$ cat src/rtl/image_proto_pkg.sv
// Constants and helpers shared by both ends of the UART image-transfer protocol.
package image_proto_pkg;

  // Protocol control bytes
  localparam logic [7:0] SOH            = 8'h01;
  localparam logic [7:0] READY          = 8'h06;
  localparam logic [7:0] ACK            = 8'h06;
  localparam logic [7:0] ETX            = 8'h03;
  localparam logic [7:0] IMAGE_RECEIVED = 8'h16;
  localparam logic [7:0] COMMA          = 8'h2C;

  // Data bytes per acknowledged chunk
  localparam int CHUNK_SIZE_DEFAULT = 256;

  // Sender state machine encoding, exported for debug observation
  typedef enum logic [3:0] {
    S_IDLE,
    S_SEND_SOH,
    S_SEND_HDR,
    S_WAIT_READY,
    S_FETCH,
    S_LOAD,
    S_SEND_BYTE,
    S_WAIT_ACK,
    S_SEND_ETX,
    S_WAIT_DONE
  } state_t;

  // Nibble to uppercase ASCII hex digit: 0-9 -> '0'-'9', 10-15 -> 'A'-'F'
  function automatic logic [7:0] nib2hex(input logic [3:0] n);
    logic [7:0] n8;
    n8 = {4'h0, n};
    if (n < 4'd10) return 8'h30 + n8;
    else           return 8'h37 + n8;
  endfunction

endpackage

$ cat src/rtl/image_send_if.sv
// Frame-buffer read port plus byte-level UART TX/RX, as seen by the image sender.
//
// Handshake rules:
//   TX: a byte transfers on a cycle where tx_valid and tx_ready are both high.
//       Once tx_valid is raised, tx_valid and tx_data stay unchanged until that
//       transfer cycle; tx_ready may toggle freely and does not depend on tx_valid.
//   RX: rx_valid is a one-cycle strobe with rx_data valid in the same cycle;
//       there is no back-pressure.
//   RD: rd_data is valid exactly one cycle after a cycle with rd_en high,
//       and reflects the byte at rd_addr from the rd_en cycle.
interface image_send_if #(
  parameter int ADDR_W = 16
);
  logic              rd_en;
  logic [ADDR_W-1:0] rd_addr;
  logic [7:0]        rd_data;
  logic [7:0]        tx_data;
  logic              tx_valid;
  logic              tx_ready;
  logic [7:0]        rx_data;
  logic              rx_valid;

  // Sender side
  modport master (
    output rd_en, rd_addr, tx_data, tx_valid,
    input  rd_data, tx_ready, rx_data, rx_valid
  );

  // Frame buffer / UART side
  modport slave (
    input  rd_en, rd_addr, tx_data, tx_valid,
    output rd_data, tx_ready, rx_data, rx_valid
  );
endinterface

$ cat src/rtl/image_send.sv
// Initiator of the UART image-transfer protocol: SOH, 9-byte ASCII header,
// wait READY, stream the frame buffer in acknowledged chunks, ETX, wait
// IMAGE_RECEIVED. Each response wait is bounded by a timeout.
module image_send
  import image_proto_pkg::*;
#(
  parameter int          CHUNK_SIZE     = CHUNK_SIZE_DEFAULT,
  parameter int unsigned TIMEOUT_CYCLES = 27000000,
  parameter int          ADDR_W         = 16
) (
  input  logic              clk,
  input  logic              reset,
  input  logic              start,
  input  logic [ADDR_W-1:0] img_size,
  input  logic [15:0]       img_checksum,
  image_send_if.master      bus,
  output logic              busy,
  output logic              done,
  output logic              error,
  output state_t            dbg_state
);

  localparam int CW = $clog2(CHUNK_SIZE) + 1;
  localparam int TW = 27;
  localparam logic [CW-1:0] CHUNK_FULL = CW'(CHUNK_SIZE);
  localparam logic [TW-1:0] TMO_LAST   = TW'(TIMEOUT_CYCLES - 1);
  localparam logic [3:0]    HDR_LAST   = 4'd8;

  state_t            state;
  logic [ADDR_W-1:0] size_q;
  logic [15:0]       cks_q;
  logic [ADDR_W-1:0] byte_cnt;
  logic [CW-1:0]     chunk_cnt;
  logic [3:0]        hdr_idx;
  logic [TW-1:0]     tmo_cnt;

  logic              tx_fire;
  logic              rx_ready_hit;
  logic              rx_ack_hit;
  logic              rx_done_hit;
  logic              tmo_hit;
  logic              all_sent;
  logic [ADDR_W-1:0] byte_next;
  logic [CW-1:0]     chunk_next;
  logic [15:0]       size16;

  // Header byte i: 4 hex digits of size, comma, 4 hex digits of checksum
  function automatic logic [7:0] hdr_byte(input logic [3:0] i,
                                          input logic [15:0] sz,
                                          input logic [15:0] ck);
    logic [7:0] b;
    case (i)
      4'd0:    b = nib2hex(sz[15:12]);
      4'd1:    b = nib2hex(sz[11:8]);
      4'd2:    b = nib2hex(sz[7:4]);
      4'd3:    b = nib2hex(sz[3:0]);
      4'd4:    b = COMMA;
      4'd5:    b = nib2hex(ck[15:12]);
      4'd6:    b = nib2hex(ck[11:8]);
      4'd7:    b = nib2hex(ck[7:4]);
      4'd8:    b = nib2hex(ck[3:0]);
      default: b = COMMA;
    endcase
    return b;
  endfunction

  // Handshake, response-match and counter-step decodes
  always_comb begin
    tx_fire      = bus.tx_valid & bus.tx_ready;
    rx_ready_hit = bus.rx_valid && (bus.rx_data == READY);
    rx_ack_hit   = bus.rx_valid && (bus.rx_data == ACK);
    rx_done_hit  = bus.rx_valid && (bus.rx_data == IMAGE_RECEIVED);
    tmo_hit      = (tmo_cnt == TMO_LAST);
    all_sent     = (byte_cnt == size_q);
    byte_next    = byte_cnt + 1'b1;
    chunk_next   = chunk_cnt + 1'b1;
    size16       = 16'(size_q);
  end

  assign dbg_state = state;

  // Main sequencer: all outputs registered; done/error/rd_en are single-cycle
  always_ff @(posedge clk or posedge reset) begin
    if (reset) begin
      state        <= S_IDLE;
      size_q       <= '0;
      cks_q        <= '0;
      byte_cnt     <= '0;
      chunk_cnt    <= '0;
      hdr_idx      <= '0;
      tmo_cnt      <= '0;
      bus.rd_en    <= 1'b0;
      bus.rd_addr  <= '0;
      bus.tx_data  <= '0;
      bus.tx_valid <= 1'b0;
      busy         <= 1'b0;
      done         <= 1'b0;
      error        <= 1'b0;
    end else begin
      done      <= 1'b0;
      error     <= 1'b0;
      bus.rd_en <= 1'b0;

      case (state)
        S_IDLE: begin
          if (start) begin
            size_q       <= img_size;
            cks_q        <= img_checksum;
            byte_cnt     <= '0;
            chunk_cnt    <= '0;
            hdr_idx      <= '0;
            tmo_cnt      <= '0;
            busy         <= 1'b1;
            bus.tx_data  <= SOH;
            bus.tx_valid <= 1'b1;
            state        <= S_SEND_SOH;
          end
        end

        S_SEND_SOH: begin
          // First header byte follows SOH back-to-back
          if (tx_fire) begin
            hdr_idx     <= '0;
            bus.tx_data <= hdr_byte(4'd0, size16, cks_q);
            state       <= S_SEND_HDR;
          end
        end

        S_SEND_HDR: begin
          if (tx_fire) begin
            if (hdr_idx == HDR_LAST) begin
              bus.tx_valid <= 1'b0;
              tmo_cnt      <= '0;
              state        <= S_WAIT_READY;
            end else begin
              hdr_idx     <= hdr_idx + 4'd1;
              bus.tx_data <= hdr_byte(hdr_idx + 4'd1, size16, cks_q);
            end
          end
        end

        S_WAIT_READY: begin
          if (rx_ready_hit) begin
            if (all_sent) begin
              bus.tx_data  <= ETX;
              bus.tx_valid <= 1'b1;
              state        <= S_SEND_ETX;
            end else begin
              bus.rd_en   <= 1'b1;
              bus.rd_addr <= byte_cnt;
              state       <= S_FETCH;
            end
          end else if (tmo_hit) begin
            error        <= 1'b1;
            bus.tx_valid <= 1'b0;
            busy         <= 1'b0;
            state        <= S_IDLE;
          end else begin
            tmo_cnt <= tmo_cnt + 1'b1;
          end
        end

        S_FETCH: begin
          // rd_en is high during this cycle; data arrives next cycle
          state <= S_LOAD;
        end

        S_LOAD: begin
          bus.tx_data  <= bus.rd_data;
          bus.tx_valid <= 1'b1;
          state        <= S_SEND_BYTE;
        end

        S_SEND_BYTE: begin
          if (tx_fire) begin
            byte_cnt     <= byte_next;
            bus.tx_valid <= 1'b0;
            if (chunk_next == CHUNK_FULL) begin
              chunk_cnt <= '0;
              tmo_cnt   <= '0;
              state     <= S_WAIT_ACK;
            end else begin
              chunk_cnt <= chunk_next;
              if (byte_next == size_q) begin
                bus.tx_data  <= ETX;
                bus.tx_valid <= 1'b1;
                state        <= S_SEND_ETX;
              end else begin
                bus.rd_en   <= 1'b1;
                bus.rd_addr <= byte_next;
                state       <= S_FETCH;
              end
            end
          end
        end

        S_WAIT_ACK: begin
          // A full final chunk is acknowledged before ETX
          if (rx_ack_hit) begin
            if (all_sent) begin
              bus.tx_data  <= ETX;
              bus.tx_valid <= 1'b1;
              state        <= S_SEND_ETX;
            end else begin
              bus.rd_en   <= 1'b1;
              bus.rd_addr <= byte_cnt;
              state       <= S_FETCH;
            end
          end else if (tmo_hit) begin
            error        <= 1'b1;
            bus.tx_valid <= 1'b0;
            busy         <= 1'b0;
            state        <= S_IDLE;
          end else begin
            tmo_cnt <= tmo_cnt + 1'b1;
          end
        end

        S_SEND_ETX: begin
          if (tx_fire) begin
            bus.tx_valid <= 1'b0;
            tmo_cnt      <= '0;
            state        <= S_WAIT_DONE;
          end
        end

        S_WAIT_DONE: begin
          if (rx_done_hit) begin
            done  <= 1'b1;
            busy  <= 1'b0;
            state <= S_IDLE;
          end else if (tmo_hit) begin
            error        <= 1'b1;
            bus.tx_valid <= 1'b0;
            busy         <= 1'b0;
            state        <= S_IDLE;
          end else begin
            tmo_cnt <= tmo_cnt + 1'b1;
          end
        end

        default: begin
          bus.tx_valid <= 1'b0;
          busy         <= 1'b0;
          state        <= S_IDLE;
        end
      endcase
    end
  end

endmodule

$ cat src/flat_wrapper.sv
// flat-port wrapper written by rule: the top's interface ports become plain ports
module image_send_flat import image_proto_pkg::*;
#(
  parameter int          CHUNK_SIZE     = CHUNK_SIZE_DEFAULT,
  parameter int unsigned TIMEOUT_CYCLES = 27000000,
  parameter int          ADDR_W         = 16
)
  (clk, reset, start, img_size, img_checksum, busy, done, error, dbg_state, bus_rd_en, bus_rd_addr, bus_tx_data, bus_tx_valid, bus_rd_data, bus_tx_ready, bus_rx_data, bus_rx_valid);
  image_send_if #(.ADDR_W(ADDR_W)) bus_i ();
  input  logic clk;
  input  logic reset;
  input  logic start;
  input  logic [ADDR_W-1:0] img_size;
  input  logic [15:0] img_checksum;
  output logic busy;
  output logic done;
  output logic error;
  output state_t dbg_state;
  output wire logic [$bits(bus_i.rd_en)-1:0] bus_rd_en;
  output wire logic [$bits(bus_i.rd_addr)-1:0] bus_rd_addr;
  output wire logic [$bits(bus_i.tx_data)-1:0] bus_tx_data;
  output wire logic [$bits(bus_i.tx_valid)-1:0] bus_tx_valid;
  input wire logic [$bits(bus_i.rd_data)-1:0] bus_rd_data;
  input wire logic [$bits(bus_i.tx_ready)-1:0] bus_tx_ready;
  input wire logic [$bits(bus_i.rx_data)-1:0] bus_rx_data;
  input wire logic [$bits(bus_i.rx_valid)-1:0] bus_rx_valid;
  assign bus_rd_en = bus_i.rd_en;
  assign bus_rd_addr = bus_i.rd_addr;
  assign bus_tx_data = bus_i.tx_data;
  assign bus_tx_valid = bus_i.tx_valid;
  assign bus_i.rd_data = bus_rd_data;
  assign bus_i.tx_ready = bus_tx_ready;
  assign bus_i.rx_data = bus_rx_data;
  assign bus_i.rx_valid = bus_rx_valid;
  image_send #(.CHUNK_SIZE(CHUNK_SIZE), .TIMEOUT_CYCLES(TIMEOUT_CYCLES), .ADDR_W(ADDR_W)) u_core (.clk(clk), .reset(reset), .start(start), .img_size(img_size), .img_checksum(img_checksum), .bus(bus_i), .busy(busy), .done(done), .error(error), .dbg_state(dbg_state));
endmodule
$ cat config.mk
export PLATFORM = sky130hd
export DESIGN_NAME = image_send_flat
export DESIGN_NICKNAME = d
export VERILOG_FILES = /design/src/rtl/image_proto_pkg.sv /design/src/rtl/image_send_if.sv /design/src/rtl/image_send.sv /design/src/flat_wrapper.sv
export SDC_FILE = /design/constraint.sdc
export NUM_CORES = 1
export LEC_CHECK = 0
export CAP_MARGIN = 20
export CORE_UTILIZATION = 52
export DETAILED_ROUTE_END_ITERATION = 8
export GPL_TIMING_DRIVEN = 0
export PLACE_DENSITY_LB_ADDON = 0.1
export SLEW_MARGIN = 30
export SYNTH_ARGS = -nofsm -noshare
export SYNTH_HDL_FRONTEND = slang
export SYNTH_SLANG_ARGS = --single-unit
export TNS_END_PERCENT = 100
$ cat constraint.sdc
create_clock -name clk -period 4.16 [get_ports clk]
set_input_delay 0.832 -clock clk [delete_from_list [all_inputs] [get_ports clk]]
set_output_delay 0.832 -clock clk [all_outputs]
set_load 0.01 [all_outputs]
==> results of run 1 <==
[registers in the layout (all words and copies together) (netlist names)]
register	flops
u_core.chunk_cnt	9
u_core.done	1
u_core.error	1
u_core.bus.rd_addr	16
u_core.bus.tx_valid	1
u_core.hdr_idx	4
u_core.busy	1
u_core.size16	16
u_core.byte_cnt	16
u_core.tmo_cnt	27
u_core.dbg_state	4
u_core.cks_q	16
u_core.bus.tx_data	8
u_core.bus.rd_en	1
[cells by family (layout without fill, tap and decap cells)]
logic type,after synthesis,after routing
AOI/OAI and AO/OA,279,279
xor gates and xnor gates,52,52
adders and majority gates,16,16
buffers and inverters,96,214
DFF,121,121
muxes,63,63
and+or+nand+nor,318,318
[where the power goes]
part	internal [mW]	leakage, nW	switching, mW
clock network	1.09	0.314	0.556
registers	1.44	1.60	0.313
logic	1.31	2.25	1.78
[final timing paths]
check | start | end | depth (start not counted)
setup / recovery | u_core.byte_cnt[1]$_DFFE_PP0P_ | u_core.bus.rd_addr[3]$_DFFE_PP0P_ | 11
hold / removal | u_core.tmo_cnt[15]$_DFFE_PP0P_ | u_core.tmo_cnt[15]$_DFFE_PP0P_ | 1
setup reg to reg | u_core.byte_cnt[1]$_DFFE_PP0P_ | u_core.bus.rd_addr[3]$_DFFE_PP0P_ | 11
hold reg to reg | u_core.tmo_cnt[15]$_DFFE_PP0P_ | u_core.tmo_cnt[15]$_DFFE_PP0P_ | 1
max in group asynchronous | reset | u_core.cks_q[10]$_DFFE_PP0P_ | 3
min in group asynchronous | reset | u_core.tmo_cnt[10]$_DFFE_PP0P_ | 2
[layout make-up]
class | instances | area [µm²] | area share [%]
multi-input cells | 728 | 4840 | 48.0
flip-flops and latches | 121 | 3030 | 30.0
clock buffers | 21 | 460 | 4.57
inverters | 39 | 154 | 1.53
clock inverters | 11 | 193 | 1.91
plain buffers | 57 | 259 | 2.57
well taps | 211 | 264 | 2.62
repair buffers | 86 | 878 | 8.72
[cell usage in the layout (no fill, tap or decap), drive strengths merged, types with 5 or more instances in the layout]
cell	synthesis	layout
a211oi	5	5
a21boi	5	5
a21oi	40	40
a22o	8	8
a22oi	6	6
a31oi	17	17
and2	20	20
and3	8	8
buf	14	15
bufinv	0	5
clkbuf	43	64
clkdlybuf4s50	0	85
dfrtp	121	121
ha	16	16
inv	39	40
mux2	54	54
mux2i	9	9
nand2	70	70
nand2b	19	19
nand3	41	41
nand4	22	22
nor2	67	67
nor2b	16	16
nor3	15	15
nor4	12	12
o21a	6	6
o21ai	102	102
o22ai	10	10
o31ai	30	30
o41ai	7	7
or2	7	7
or3	5	5
xnor2	28	28
xor2	24	24
[worst max-delay path, delay by kind of cell, from the launching register on]
family,cells,cell delay (ns)
flops,1,0.49
fa+ha+maj,1,0.23
mux,1,0.30
buf+inv,3,0.49
simple gates,4,1.11
compound gates,2,0.58
[routing by layer]
metal	vias to the layer above	share of wire [%]	GRT usage [%]
met5	-	0	0
li1	3678	-	-
met4	0	1.5	7.96
met1	3858	44	40.0
met2	317	48	48.7
met3	34	6.4	5.59
==> results.md, run 1 <==
- Status: finished clean
- Yosys cell types: 71
- GRT Residual Overflow: 0
- Dpl cell area: approximately 9400 µm²
- Ports: 86
- CP max FO: 10
- Tot Pwr: 6.49 mW
- CTS sink cnt: approximately 120
- Reported max-cap violation count: 0
- Unrepaired setup endpoints after global routing: no
- Clk slew on worst S/H paths: approximately 0.050 ns
- Die height: approximately 130 µm
- CTS tree: built
- Synth Area per Inst: about 8.7 µm²
- Register area share after synthesis: between 30% and 40%
- Layout overhead on the synthesized area: 21.9%
- Post-synth EDFFs: 0
- PwrDens: roughly 640 nW/µm²
- Placed Instances: around 1,200
- Post-synth design cell area: slightly above 8000 µm²
- Final worst-path setup slack: a little over 0.8 ns
- Utilization after layout: between 60% and 70%
- Largest net degree at the start of global routing: 62
- Max Slew Vio Count: 0
- Die Footprint: around 16,000 µm²
- Final non-filler cell total: between 1,000 and 1,500
- # Post-CTS Setup Buffers: 0
- Count leader, synth: dfrtp_1
- Clk buf depth: 2
- Port Buffer Count: 85
- Type of origin of the critical path: flop
- Yosys top cell area share: around 37%
- First-pass GRT wire length: between 30,000 and 40,000 µm
- Main combinational cell family by area after synthesis: compound AO/OA/AOI/OAI gates
- Drt drc: 0
- # hold bufs at CTS: 0
- Crit path kind: flop to flop
- Fin crit period: roughly 3.3 ns
- Gpl congestion: roughly 0.9
- Critical path's most frequent cell: buf_6
- Vias in the first global route: around 7,300
- DR vias/cell: 6.19
- Drt first pass iters: 6
- Initial Utilization: 53.8%
- Row count: 45
- Ant diodes: 0
- PostCTS Resize Cnt: 0
- Root Driver: clkbuf_16
- Max incr delay on CP: roughly 0.55 ns
- Arrival time at the worst endpoint: 3.64 ns
- Yosys warning total: 0
- Synth Area in Compound Gates: a little over a fifth
- Chip Width: 128 µm
- Fmax: 300 MHz
- Cell Chain, Critical Path: ha_1 -> buf_6 -> and3_4 -> buf_6 -> nand4_1 -> a2111oi_2 -> or4b_4 -> nor4_4 -> o21ai_2 -> buf_6 -> mux2_4
- Tcrit/Tclk final: between 80% and 90%
- Design Area, Final: roughly 10,000 µm²
- Final ANT Viol Nets: 0
- Avg WL per Cell: 18.5 µm
- Slowest library cell on the worst path: or4b_4
- Post-DP HPWL: 17,200 µm
- Core box area: about 15,000 µm²
- CP Capture Type: flop
- Post-synthesis mux area share: under 10%
- Setup-failing EPs final: 0
- Syn Nets: between 1,000 and 1,500
- Post-synthesis cell count: roughly 950
- Post-synthesis async set-or-reset flop share: 100%
- Relative slew slack: 44.3%
- Max H-tree Level: 4
- Routed WL: about 24,000 µm
- Synth Area in Simple Gates: between 10% and 20%
- Tightest Pin Transition: ~0.83 ns
- Peak supply drop: around 370 µV
- Setup TNS: 0 ns
- Main synth FF type: dfrtp_1
- Via Count: slightly below 8,000
- Synth area leader: dfrtp_1
- Initial antenna violation count: 0
- Leak: 4.17 nW
- Share of layout cells above drive strength 1: between 10% and 20%
- Fillers: 1,322
- Critical Path RT: 4.46 ns
- Synthesized-area fraction occupied by adder cells: ~2.4%
- Global Route Usage Sum: 29.6%
- Worst-Skew Late Latency: roughly 0.43 ns
- Nets@finish: roughly 1,100
- Worst slack, placed: between 0.3 and 0.4 ns
- Min-delay worst type: flop to flop
- Fin Clk Skew: ~0.011 ns
- CTS buffer count: 17
- Yosys reg bits: approximately 120
- XOR/XNOR Fraction of Synth Area: between 5 and 6%
- Worst hold slack: roughly 0.48 ns
- Hold Vio Cnt, Final: 0
- Initial DRC Count: between 800 and 900
- Post-synth top cells: dfrtp_1 (121), o21ai_0 (99), nand2_1 (70), nor2_1 (67), mux2_2 (45)
- R2r setup slk: 0.83 ns
- Top post-synthesis cells by area: dfrtp_1 (37%), mux2_2 (6.1%), o21ai_0 (6.0%), nand2_1 (3.2%), nor2_1 (3.0%)
No activity file was read; power rests on OpenSTA's default activity.
==> inputs of run 2 (changes only) <==
==> constraint.sdc (replaced) <==
create_clock -name clk -period 2.7 [get_ports clk]
set_input_delay 0.54 -clock clk [delete_from_list [all_inputs] [get_ports clk]]
set_output_delay 0.54 -clock clk [all_outputs]
set_load 0.01 [all_outputs]
==> results.md, run 2 (synthesis results as in run 1) <==
- Max FFs per register: 27 (unchanged)
- Fillers: 1,253 (-5.2%)
- Post-DP HPWL: 16,900 µm (-1.7%)
- Via Count: 8,018 (+1.7%)
- CP Capture Type: flop
- Design Area, Final: 10,500 µm² (+3.8%)
- Fin crit period: 2.93 ns (-0.399 ns)
- Vias in the first global route: 7,289 (+0.50%)
- Worst hold slack: 0.476 ns (-0.00427 ns)
- Arrival time at the worst endpoint: 3.25 ns (-0.39 ns)
- Clk buf depth: 2 (unchanged)
- DR vias/cell: 6.17 (-0.37%)
- Gpl congestion: 0.924 (+2.5%)
- Final ANT Viol Nets: 0 (unchanged)
- CTS sink cnt: 121 (unchanged)
- Initial Utilization: 53.8% (unchanged)
- GRT Residual Overflow: 0 (unchanged)
- Nets@finish: 1,145 (+2.3%)
- Final worst-path setup slack: -0.234 ns (-1.06 ns)
- Drt drc: 0 (unchanged)
- Fmax: 341 MHz (+14%)
- Critical Path RT: 3.02 ns (-1.44 ns)
- Tightest Pin Transition: 0.921 ns (+0.0914 ns)
- Die Footprint: 16,400 µm² (unchanged)
- Port Buffer Count: 85 (unchanged)
- Relative slew slack: 38.4% (-5.9 points)
- CP max FO: 10 (unchanged)
- Max H-tree Level: 4 (unchanged)
- Crit path kind: flop to flop
- Cell Chain, Critical Path: buf_4 -> and4_1 -> buf_4 -> nand4_1 -> xnor2_1 -> or4b_4 -> nor4_4 -> o21ai_4 -> clkbuf_16 -> mux2_4
- PwrDens: 982 nW/µm² (+52%)
- Max incr delay on CP: 0.56 ns (about the same)
- Core box area: 15,400 µm² (unchanged)
- Placed Instances: 1,245 (+0.24%)
- Share of layout cells above drive strength 1: 16.2% (+5.1 points)
- Status: finished with violations
- Hold Vio Cnt, Final: 0 (unchanged)
- First-pass GRT wire length: 37,800 µm (-0.22%)
- Peak supply drop: 711 µV (+94%)
- Die height: 128 µm (unchanged)
- R2r setup slk: -0.23 ns (-1.06 ns)
- Chip Width: 128 µm (unchanged)
- Top reg by flops: u_core.tmo_cnt
- Unrepaired setup endpoints after global routing: yes
- Initial DRC Count: 849 (+1.7%)
- Tcrit/Tclk final: 109% (+29 points)
- Drt first pass iters: 6 (unchanged)
- Largest net degree at the start of global routing: 31 (-50%)
- Max Slew Vio Count: 0 (unchanged)
- Root Driver: clkbuf_16
- Most frequent cells in the layout: dfrtp_1 (118), o21ai_0 (98), clkdlybuf4s50_1 (85), nand2_1 (70), nor2_1 (65)
- Leak: 4.35 nW (+4.4%)
- Worst-Skew Late Latency: 0.43 ns (about the same)
- Slowest library cell on the worst path: or4b_4
- Type of origin of the critical path: flop
- Commonest non-fill, non-tap cell in the layout: dfrtp_1
- Setup-failing EPs final: 27 (+27)
- Fin Clk Skew: 0.00844 ns (-0.00210 ns)
- Buf/Inv on CP: 3 (unchanged)
- Layout overhead on the synthesized area: 26.6%
- CTS tree: built
- Reported max-cap violation count: 0 (unchanged)
- Min-delay worst type: flop to flop
- Ant diodes: 0 (unchanged)
- Routed WL: 24,100 µm (+2.7%)
- Initial antenna violation count: 0 (unchanged)
- Gate family responsible for the most delay along the worst path: simple AND/OR/NAND/NOR gates
- Avg WL per Cell: 18.6 µm (+0.63%)
- Row count: 45 (unchanged)
- Failing checks: negative setup slack
- Ports: 86 (unchanged)
- Final non-filler cell total: 1,300 (+2.0%)
- Clk slew on worst S/H paths: 0.06 ns (about the same)
- Global Route Usage Sum: 29.8% (+0.18 points)
- Dpl cell area: 9480 µm² (+0.70%)
- CTS buffer count: 17 (unchanged)
- Critical path's most frequent cell: buf_4
- Setup TNS: -4.98 ns (-4.98 ns)
[run 2: changes by cell type in the layout (fill, tap and decap cells not counted), sizes merged]
cell,previous run,this run
clkinvlp,2,4
buf,15,48
clkbuf,64,57
inv,40,38
bufinv,5,3
clkinv,3,5
[run 2: per-layer routing]
metal | global-route usage [%] | vias to the layer above | wire length (µm)
met1 | 40.4 | 3880 | 10600
met2 | 47.8 | 358 | 11400
met4 | 9.83 | 0 | 441
met5 | 0 | - | 0
li1 | - | 3739 | -
met3 | 5.88 | 41 | 1720
[run 2: timing repair]
action / in CTS / in global routing
hold buffers: 0 / 0
resized for setup: 15 / 47
endpoints found under the setup margin: 59 / 75
pin swaps: 10 / 11
buffers inserted: 14 / 13
cloned: 1 / 2
[run 2: cell type report]
cell class / count / area (µm²) / share of cell area [%]
buffer: 50 / 243 / 2.32
clock buffer: 21 / 470 / 4.50
clock inverter: 11 / 145 / 1.39
inverter: 39 / 150 / 1.43
multi-input combinational: 728 / 4980 / 47.6
sequential: 121 / 3030 / 29.0
tap: 211 / 264 / 2.52
timing repair buffer: 119 / 1180 / 11.3
[run 2: stage by stage]
step                util [%]  total power, mW  worst slack (ns)
floorplan                  -             5.95            -0.235
global placement        61.1             7.29            -0.678
detailed placement      61.7             7.37            -0.690
CTS                     66.7             9.91            -0.178
global route            68.1             10.9            -0.355
finish                  68.1             10.3            -0.234
[run 2: worst register-to-register path: stages, from the launching register on]
cell       delay (ns)
dfrtp_1          0.39
buf_4            0.18
and4_1           0.19
buf_4            0.18
nand4_1          0.16
xnor2_1          0.17
or4b_4           0.56
nor4_4           0.34
o21ai_4          0.17
clkbuf_16        0.21
mux2_4           0.29
[run 2: power breakdown]
group          switching [mW]  total, mW  internal [mW]  leakage [nW]
Combinational            2.90       5.17           2.27          2.46
Sequential              0.478       2.70           2.22          1.59
Clock                   0.884       2.41           1.52         0.295
Total                    4.26       10.3           6.01          4.35
[run 2: final timing paths]
path	from	to	depth (start not counted)
worst min-delay path	u_core.tmo_cnt[26]$_DFFE_PP0P_	u_core.tmo_cnt[26]$_DFFE_PP0P_	1
worst min register to register	u_core.tmo_cnt[26]$_DFFE_PP0P_	u_core.tmo_cnt[26]$_DFFE_PP0P_	1
worst max register to register	u_core.byte_cnt[0]$_DFFE_PP0P_	u_core.bus.rd_addr[15]$_DFFE_PP0P_	10
max in group asynchronous	reset	u_core.bus.rd_addr[9]$_DFFE_PP0P_	4
min in group asynchronous	reset	u_core.cks_q[1]$_DFFE_PP0P_	2
worst max-delay path	u_core.byte_cnt[0]$_DFFE_PP0P_	u_core.bus.rd_addr[15]$_DFFE_PP0P_	10
==> inputs of run 3 (changes only) <==
--- a/config.mk
+++ b/config.mk
@@ -6,7 +6,8 @@
 export NUM_CORES = 1
 export LEC_CHECK = 0
 export CAP_MARGIN = 20
-export CORE_UTILIZATION = 52
+export CORE_UTILIZATION = 55
+export CTS_CLUSTER_SIZE = 14
 export DETAILED_ROUTE_END_ITERATION = 8
 export GPL_TIMING_DRIVEN = 0
 export PLACE_DENSITY_LB_ADDON = 0.1
==> constraint.sdc (replaced) <==
create_clock -name clk -period 3.68 [get_ports clk]
set_input_delay 0.736 -clock clk [delete_from_list [all_inputs] [get_ports clk]]
set_output_delay 0.736 -clock clk [all_outputs]
set_load 0.01 [all_outputs]
==> results.md, run 3 (synthesis results as in run 1) <==
- CTS sink cnt: 121 (unchanged)
- Ports: 86 (unchanged)
- Vias in the first global route: 7,318 (+0.40%)
- GRT Residual Overflow: 0 (unchanged)
- PwrDens: 710 nW/µm² (-28%)
- # Post-CTS Setup Buffers: 0 (-14)
- Worst-Skew Late Latency: 0.43 ns (about the same)
- Layout overhead on the synthesized area: 21.3%
- Peak supply drop: 527 µV (-26%)
- Final non-filler cell total: 1,250 (-3.8%)
- Clk slew on worst S/H paths: 0.06 ns (about the same)
- Type of origin of the critical path: flop
- Reported max-cap violation count: 0 (unchanged)
- Port Buffer Count: 85 (unchanged)
- Leak: 4.16 nW (-4.3%)
- Fin Clk Skew: 0.00938 ns (+0.000938 ns)
- Via Count: 7,813 (-2.6%)
- # hold bufs at CTS: 0 (unchanged)
- Core box area: 14,600 µm² (-5.1%)
- Die Footprint: 15,500 µm² (-5.4%)
- Top reg by flops: u_core.tmo_cnt
- CTS tree: built
- Routed WL: 22,200 µm (-7.9%)
- Share of layout cells above drive strength 1: 11.4% (-4.7 points)
- DR vias/cell: 6.25 (+1.3%)
- Arrival time at the worst endpoint: 3.62 ns (+0.37 ns)
- Status: finished clean
- First-pass GRT wire length: 37,000 µm (-2.0%)
- Unrepaired setup endpoints after global routing: no
- Avg WL per Cell: 17.8 µm (-4.2%)
- Tightest Pin Transition: 0.944 ns (+0.0228 ns)
- Fin crit period: 3.32 ns (+0.381 ns)
- Drt drc: 0 (unchanged)
- Placed Instances: 1,218 (-2.2%)
- Die height: 125 µm (-2.7%)
- Fmax: 302 MHz (-12%)
- Root Driver: clkbuf_16
- Hold Vio Cnt, Final: 0 (unchanged)
- Max FFs per register: 27 (unchanged)
- Crit path kind: flop to flop
- Initial DRC Count: 836 (-1.5%)
- Drt first pass iters: 8 (+2)
- Max H-tree Level: 4 (unchanged)
- Gpl congestion: 0.904 (-2.2%)
- Most frequent cells in the layout: dfrtp_1 (121), o21ai_0 (99), clkdlybuf4s50_1 (85), nand2_1 (70), nor2_1 (67)
- Post-DP HPWL: 16,100 µm (-4.8%)
- Critical Path RT: 3.99 ns (+0.97 ns)
- Nets@finish: 1,122 (-2.0%)
- CP Capture Type: flop
- Setup TNS: 0 ns (+4.98 ns)
- Chip Width: 125 µm (-2.7%)
- Max Slew Vio Count: 0 (unchanged)
- Worst hold slack: 0.488 ns (+0.0114 ns)
- Commonest non-fill, non-tap cell in the layout: dfrtp_1
- CP max FO: 10 (unchanged)
- Initial Utilization: 56.7% (+2.9 points)
- Largest net degree at the start of global routing: 31 (unchanged)
- PostCTS Resize Cnt: 0 (-15)
- Initial antenna violation count: 0 (unchanged)
- Tcrit/Tclk final: 90.1% (-19 points)
- Min-delay worst type: flop to flop
- Row count: 44 (-2.2%)
- Setup-failing EPs final: 0 (-100%)
- Ant diodes: 0 (unchanged)
- Global Route Usage Sum: 29.5% (-0.32 points)
- Fillers: 1,185 (-5.4%)
- Utilization after layout: 68.8% (+0.67 points)
- Clk buf depth: 2 (unchanged)
- Final ANT Viol Nets: 0 (unchanged)
- CTS buffer count: 17 (unchanged)
- Relative slew slack: 36.9% (-1.5 points)
[run 3: cell count changes in the layout (fill, tap and decap cells not counted), moves of 3 or more]
cell	before	now
clkbuf_8	3	0
dfrtp_1	118	121
nor3_2	4	0
clkbuf_1	34	43
inv_6	0	5
buf_4	32	1
ha_1	13	16
nor3_1	9	15
dfrtp_2	3	0
clkinv_4	2	5
[run 3: worst paths after layout]
path | startpoint | endpoint | slack (ns) | depth (start not counted)
setup / recovery | u_core.dbg_state[0]$_DFFE_PP0P_ | u_core.bus.rd_addr[1]$_DFFE_PP0P_ | 0.36 | 8
hold / removal | u_core.tmo_cnt[26]$_DFFE_PP0P_ | u_core.tmo_cnt[26]$_DFFE_PP0P_ | 0.49 | 1
setup reg to reg | u_core.dbg_state[0]$_DFFE_PP0P_ | u_core.bus.rd_addr[1]$_DFFE_PP0P_ | 0.36 | 8
hold reg to reg | u_core.tmo_cnt[26]$_DFFE_PP0P_ | u_core.tmo_cnt[26]$_DFFE_PP0P_ | 0.49 | 1
max in group asynchronous | reset | u_core.byte_cnt[6]$_DFFE_PP0P_ | 2.30 | 4
min in group asynchronous | reset | u_core.bus.tx_data[5]$_DFFE_PP0P_ | 0.69 | 2
[run 3: report_power, final]
group / internal (mW) / total (mW) / switching (mW)
logic: 1.48 / 3.46 / 1.98
clock network: 1.01 / 1.69 / 0.683
registers: 1.63 / 1.97 / 0.346
total: 4.12 / 7.12 / 3.01
[run 3: metrics by stage]
stage / total power, mW / area (µm²) / setup slack [ns]
global route: 7.59 / 10000 / 0.190
global placement: 5.30 / 9350 / 0.158
floorplan: 4.36 / 8270 / 0.729
detailed placement: 5.37 / 9440 / 0.136
CTS: 7.09 / 10000 / 0.420
finish: 7.12 / 10000 / 0.364
[run 3: critical path, stage by stage (launching register included)]
cell      delay [ns]
dfrtp_1         0.40
clkbuf_1        0.24
nor2_1          0.33
nand3_1         0.24
nor2_1          0.67
o31ai_1         0.23
o21ai_2         0.51
buf_6           0.26
mux2_4          0.31
[run 3: final cells by class]
cell class	count	area [µm²]	area share [%]
Inverter	39	150	1.50
Buffer	57	259	2.58
Clock buffer	17	425	4.24
Sequential cell	121	3030	30.2
Clock inverter	15	165	1.65
Timing Repair Buffer	89	938	9.36
Tap cell	184	230	2.30
Multi-Input combinational cell	728	4830	48.2
[run 3: routing by layer]
layer,wire length [µm],GRT usage (%)
met2,10000,44.6
met1,10000,41.7
met3,1720,7.26
met4,472,8.72
met5,0,0
